**src/rtl/filter_input_buffer.sv**
```systemverilog
// rtl/filter_input_buffer.sv - show-ahead circular FIFO staging filter words for the scratchpad read controller
module filter_input_buffer #(
   parameter int DATA_WIDTH = 16,
   parameter int DEPTH      = 8,
   parameter int ADDR_WIDTH = 3
) (
   input  logic                  clk,
   input  logic                  rst,
   input  logic                  clear,
   input  logic [DATA_WIDTH-1:0] din,
   input  logic                  wen,
   output logic                  full,
   input  logic                  ren,
   output logic [DATA_WIDTH-1:0] dout,
   output logic                  valid,
   output logic [ADDR_WIDTH:0]   count,
   output logic                  err_ovf,
   output logic                  err_udf
);

   // Wrap point is an explicit compare so DEPTH need not be a power of two.
   localparam logic [ADDR_WIDTH-1:0] LAST_IDX   = ADDR_WIDTH'(DEPTH - 1);
   localparam logic [ADDR_WIDTH:0]   DEPTH_CNT  = (ADDR_WIDTH + 1)'(DEPTH);

   logic [DATA_WIDTH-1:0] mem [DEPTH];
   logic [ADDR_WIDTH-1:0] wptr;
   logic [ADDR_WIDTH-1:0] rptr;
   logic [ADDR_WIDTH:0]   cnt;
   logic                  push_ok;
   logic                  pop_ok;

   // Flags come from the registered occupancy, never from pointer equality.
   assign full  = (cnt == DEPTH_CNT);
   assign valid = (cnt != '0);
   assign count = cnt;

   // A write while full is legal only when the head leaves in the same cycle;
   // a pop on an empty buffer never falls through to the incoming word.
   assign push_ok = wen & (~full | ren);
   assign pop_ok  = ren & valid;

   // Head word is presented combinationally so the controller can pop and use it in one cycle.
   assign dout = mem[rptr];

   // Storage array: written on accepted pushes only, intentionally not reset.
   always_ff @(posedge clk) begin
      if (push_ok && !clear) begin
         mem[wptr] <= din;
      end
   end

   // Pointers, occupancy and sticky error flags; clear flushes everything and wins over wen/ren.
   always_ff @(posedge clk or negedge rst) begin
      if (!rst) begin
         wptr    <= '0;
         rptr    <= '0;
         cnt     <= '0;
         err_ovf <= 1'b0;
         err_udf <= 1'b0;
      end else if (clear) begin
         wptr    <= '0;
         rptr    <= '0;
         cnt     <= '0;
         err_ovf <= 1'b0;
         err_udf <= 1'b0;
      end else begin
         if (push_ok) begin
            wptr <= (wptr == LAST_IDX) ? '0 : wptr + 1'b1;
         end
         if (pop_ok) begin
            rptr <= (rptr == LAST_IDX) ? '0 : rptr + 1'b1;
         end
         if (push_ok && !pop_ok) begin
            cnt <= cnt + 1'b1;
         end else if (pop_ok && !push_ok) begin
            cnt <= cnt - 1'b1;
         end
         if (wen && full && !ren) begin
            err_ovf <= 1'b1;
         end
         if (ren && !valid) begin
            err_udf <= 1'b1;
         end
      end
   end

endmodule

```
**config.mk**
```make
export PLATFORM = sky130hd
export DESIGN_NAME = filter_input_buffer
export DESIGN_NICKNAME = d
export VERILOG_FILES = /design/src/rtl/filter_input_buffer.sv
export SDC_FILE = /design/constraint.sdc
export NUM_CORES = 1
export LEC_CHECK = 0
export ABC_CLOCK_PERIOD_IN_PS = 5500
export CORE_UTILIZATION = 28
export CTS_BUF_LIST = sky130_fd_sc_hd__clkbuf_4 sky130_fd_sc_hd__clkbuf_8
export DETAILED_ROUTE_END_ITERATION = 8
export HOLD_SLACK_MARGIN = 0.02
export PLACE_DENSITY = 0.48
export SLEW_MARGIN = 0
export SYNTH_ARGS = -nofsm -noshare
export SYNTH_HDL_FRONTEND = slang
export SYNTH_SLANG_ARGS = --single-unit
```
**constraint.sdc**
```tcl
create_clock -name clk -period 5.5 [get_ports clk]
set_clock_uncertainty 0.2 [all_clocks]
set_input_delay 1.1 -clock clk [delete_from_list [all_inputs] [get_ports clk]]
set_output_delay 1.1 -clock clk [all_outputs]
set_load 0.01 [all_outputs]
```
==> results.toml <==
[power]
clkPwrFrac = 0.308
netSwitchingFraction = 0.268
p_per_area_mw_per_mm2 = 416
pwr-share-comb = 0.237
vdd_drop_max_uv = 107
intPower_mw = 2.11
seq_power_share = 0.455
cellLeakagePower_nw = 2.23
power.switching_mw = 0.770

[worst_setup_path]
arrival_ns = 3.05
critPathSlowestCell = "dfrtp_2"
cp.depth = 4
path_cells = "buf_4, mux4_1, mux2_2, clkdlybuf4s50_1"
end_kind = "primary output"
r2r_cells = 8
r2r_end = "count[3]"
reg2reg_setup_slack_ns = 2.83
cp_max_fo = 21
rr_startpoint = "count[0]"
criticalPathCategory = "reg2out"
cp-start-kind = "register"
crit_buf_inv = 2
setup.worst_path.end = "dout[7]"
cpPeakStageDelay_ns = 0.82
cpLargestDelayFamily = "multiplexers"
cp.required_ns = 4.20
worstSetupStartpoint = "rptr[0]"

[die]
die_area_mm2 = 0.0210
start_util = 0.289
dieWidth_um = 145
ios = 45
fp.dieH_um = 145
placementRows = 51
core_mm2 = 0.0197

[detailed_routing]
drtIter0Drc = 166
firstDrtPassIters = 4
drc = 0
drt_wl_total_um = 11200
ant_nets = 0
viasPerCell = 4.55
wl_per_cell_um = 18.3
vias = 2790

[logic_synthesis]
ys_types = 37
syn_area_mm2 = 0.00571
yosys.area.top_type_share = 0.674
synth_top_area_cell = "edfxtp_1"
yosysSeqAreaShare = 0.726
synth_cells = 279
syn_avg_cell_area_um2 = 20.4
ys_ff_latch = 140
syn_nets = 306
synth_warnings = 0
synth_area_leaders = "edfxtp_1 67%, mux4_2 7.1%, mux4_1 6.4%"

[global_route]
grtUsageTotal = 0.114
grt-ovfl-total = 0
grt_pass1_vias = 2819
grt_antenna_before_repair = 0
grt_max_degree = 35
grt_pass1_wl_um = 16600

[clock_tree]
clk_path_buf_depth = 2
cts.repair.resized = 0
h-tree-depth = 4
clockRootBuffer = "clkbuf_8"
clk_pin_slew_worst_paths_ns = 0.08
cts_setup_buffers = 0
cts_hold_buf = 0
cts_tree = "done"
numCtsBuffers = 17
cts_sinks = 140
worstSkewPairLatency_ns = 0.43

[timing]
finalCritPeriodShare = 0.791
tightest_slew_ns = 0.970
setup_viol = 0
max_slew_margin = 0.353
worst_slack_ns = 1.15
hold_viol = 0
tns_ns = 0
fmax_ghz = 0.230
slew_viol_final = 0
rsz0062_at_grt = "no"
min_period_ns = 4.35

[placed_design]
portBuffers = 44
dp_hpwl_um = 6370
gp_congestion = 0.671
dpl_worst_slack_ns = 1.51

[cells_and_area]
final_nets = 363
fillCellCount = 1859
syn_to_final_growth_pct = 21.1
n_antenna_cell = 0
final_common_cell = "edfxtp_1"
mostFrequentLayoutCells = "128 x edfxtp_1, 44 x clkdlybuf4s50_1, 18 x mux4_2, 18 x nor2_1, 17 x clkbuf_8"
final_layout_size_suffix_gt1_frac = 0.244

[status]
outcome = "completed"

[run]
max-cap-violations = 0

[min_path]
holdCritPathClass = "reg2reg"
[sequential cells by signal (all words and copies together) (netlist names)]
name and count:
count 4, err_ovf 1, err_udf 1, mem 128, rptr 3, wptr 3
[worst min-delay path by stage]
stage | start | endpoint | slack (ns) | depth (start not counted)
finish | err_ovf | err_ovf | 0.31 | 2
global route | err_ovf | err_ovf | 0.36 | 2
CTS | err_ovf | err_ovf | 0.31 | 2
detailed placement | err_ovf | err_ovf | 0.29 | 2
global placement | err_udf | err_udf | 0.28 | 2
floorplan | err_udf | err_udf | 0.33 | 2
[power by group through the flow]
stage	combinational, mW	clock, mW	sequential, mW
final	0.681	0.886	1.31
after global routing	0.737	0.953	1.32
after CTS	0.696	0.915	1.32
after detailed placement	0.692	0	1.34
after global placement	0.684	0	1.34
after floorplan	0.529	0	1.25
[worst min-delay path, stage by stage, from the launching register on]
cell and delay, ns:
dfrtp_1 0.35, a31oi_1 0.05, nor2_1 0.07
[area by class of cell]
cell class | count | area [µm²] | share of cell area
inverters | 6 | 22.5 | 0.00326
flip-flops and latches | 140 | 4150 | 0.600
repair buffers | 53 | 508 | 0.0735
clock inverters | 14 | 195 | 0.0283
well taps | 265 | 332 | 0.0480
multi-input cells | 118 | 1470 | 0.213
clock buffers | 17 | 234 | 0.0339
[logic make-up after synthesis]
family          Yosys count  share of synthesized area
compound gates           16                     0.0235
xor+xnor                  5                    0.00768
fa+ha+maj                 6                     0.0145
buf+inv                  21                     0.0208
flops                   140                      0.726
mux                      52                      0.174
simple gates             39                     0.0331
[layer usage]
metal / up-vias / GRT usage / wire (µm)
li1: 1253 / - / -
met1: 1475 / 0.148 / 5150
met2: 49 / 0.181 / 5500
met3: 13 / 0.0303 / 379
met4: 0 / 0.0499 / 173
met5: - / 0 / 0
[cells in the mapped netlist, drive strengths merged]
library cell	instances
a211oi	3
a21oi	3
a31oi	2
buf	8
clkbuf	7
dfrtp	12
edfxtp	128
fa	1
ha	5
inv	6
mux2	16
mux2i	4
mux4	32
nand2	5
nand2b	1
nand3	1
nand3b	1
nor2	18
nor2b	2
nor3	4
nor4	2
nor4b	1
o211ai	3
o21ai	3
o311a	1
o311ai	1
or3	2
or3b	2
xnor2	3
xor2	2
[through the flow]
step / hold slack (ns) / instances / utilization / power [mW] / cell area (µm²)
floorplan: 0.328 / 279 / - / 1.78 / 5710
global placement: 0.280 / 582 / 0.329 / 2.02 / 6480
detailed placement: 0.293 / 582 / 0.329 / 2.03 / 6480
CTS: 0.314 / 613 / 0.350 / 2.93 / 6910
global route: 0.358 / 613 / 0.350 / 3.01 / 6910
finish: 0.308 / 613 / 0.350 / 2.88 / 6910
(Power assumes the default switching activity.)
==> variant: new RTL, same flow settings <==
`DATA_WIDTH`: 16 -> 12.
--- a/src/rtl/filter_input_buffer.sv
+++ b/src/rtl/filter_input_buffer.sv
@@ -1,6 +1,6 @@
 // rtl/filter_input_buffer.sv - show-ahead circular FIFO staging filter words for the scratchpad read controller
 module filter_input_buffer #(
-   parameter int DATA_WIDTH = 16,
+   parameter int DATA_WIDTH = 12,
    parameter int DEPTH      = 8,
    parameter int ADDR_WIDTH = 3
 ) (
Interface: changed (resized din and dout); port bits go from 45 to 37. No check against the original RTL was run, so the function may have changed too.
==> variant against the original RTL <==
Cell count down 18%. Critical path depth stayed put. Clock power down 49%. Wire length decreased by 22%. Setup slack better by 56 ps. Via count down 19%. First-iteration DRC count up 39%. Cell area shrank 22%. Sequential cell count is 32 lower. Power fell by 29%. Area after synthesis is 21% lower. Critical endpoint is now dout[0]. Highest routed layer unchanged.
==> variant: results (changes against the original RTL) <==
metric;value;unit;change
Crit path largest cell delay;970;ps;+150 ps
GRT Total Usage;0.113;;-0.00171
max reg flops;96;;-25%
Clock transition at path regs;110;ps;+30 ps
CTS Buf Count;9;;-8
Storage cell area;3180;um2;-23%
clk_lat worst skew;370;ps;-60 ps
DP Cell Count;484;;-17%
slowest cell on the critical path;dfrtp_1;;
P_sw;0.000600;W;-22%
H-tree Lvls;3;;-1
first-pass GRT wire length;13400;um;-19%
top cells by count, synth;96 x edfxtp_1, 18 x nor2_1, 16 x mux4_1;;
share of cells above drive strength 1;0.204;;-0.0400
Finished Layout Cells;500;;-18%
Seq/Total Area, Yosys;0.703;;-0.0236
Mapped Cells;232;;-17%
post-place setup slack;1560;ps;+52.3 ps
syn nets;255;;-17%
vias in the first global route;2271;;-19%
Netlist cell types;38;;+2.7%
EDFF count, synth;96;;-25%
Leakage;1.77;nW;-21%
Detailed Place HPWL;5610;um;-12%
async set or reset register ratio after synthesis;0.111;;+0.0254
CP top delay family;flip-flops;;
Max VDD drop;0.000117;V;+10%
maximum fanout along the worst path;16;;-24%
Via density;4.51;;-1.0%
final net count;302;;-17%
gpl congestion;0.716;;+6.6%
status;finished clean;;
CP Data Arrival Time;2990;ps;-60 ps
DP Area;5180;um2;-20%
Initial DRC Count;231;;+39%
Filler cells;1518;;-18%
routed wire length;8760;um;-22%
-- variant: changes by cell type after synthesis, sizes merged --
cell	unedited run	this run
clkbuf	7	5
buf	8	7
mux4	32	24
edfxtp	128	96
mux2	16	12
-- variant: layout make-up --
type                       instances  share of cell area
clock buffer                       9              0.0231
clock inverter                     7              0.0107
inverter                           6             0.00420
multi-input combinational        106               0.234
sequential                       108               0.594
tap                              216              0.0504
timing repair buffer              48              0.0840
-- variant: cell families after synthesis --
kind of cell,share of synthesized area
fa+ha+maj,0.0182
flops,0.703
simple gates,0.0417
xor+xnor,0.00967
compound gates,0.0298
mux,0.171
buf+inv,0.0265
-- variant: power groups by stage --
stage / logic (W) / registers [W] / clock network (W)
finish: 0.000594 / 0.000995 / 0.000454
global route: 0.000644 / 0.00100 / 0.000503
CTS: 0.000604 / 0.000997 / 0.000472
detailed placement: 0.000600 / 0.00102 / 0
global placement: 0.000598 / 0.00102 / 0
floorplan: 0.000441 / 0.000976 / 0
-- variant: layer usage --
metal | wire (um) | share of wire | track usage
met3 | 291 | 0.033 | 0.0256
met1 | 4080 | 0.47 | 0.147
met4 | 136 | 0.016 | 0.0457
met2 | 4250 | 0.48 | 0.182
met5 | 0 | 0 | 0
-- variant: final timing paths --
check / from / endpoint / slack [ps] / depth (start not counted)
hold reg to reg: err_ovf$_DFFE_PN0P_ / err_ovf$_DFFE_PN0P_ / 310 / 2
hold / removal: err_ovf$_DFFE_PN0P_ / err_ovf$_DFFE_PN0P_ / 310 / 2
max in group asynchronous: rst / rptr[1]$_DFFE_PN0P_ / 3820 / 1
setup reg to reg: count[0]$_DFFE_PN0P_ / count[3]$_DFFE_PN0P_ / 2810 / 8
setup / recovery: rptr[0]$_DFFE_PN0P_ / dout[0] / 1210 / 4
min in group asynchronous: rst / count[2]$_DFFE_PN0P_ / 890 / 1
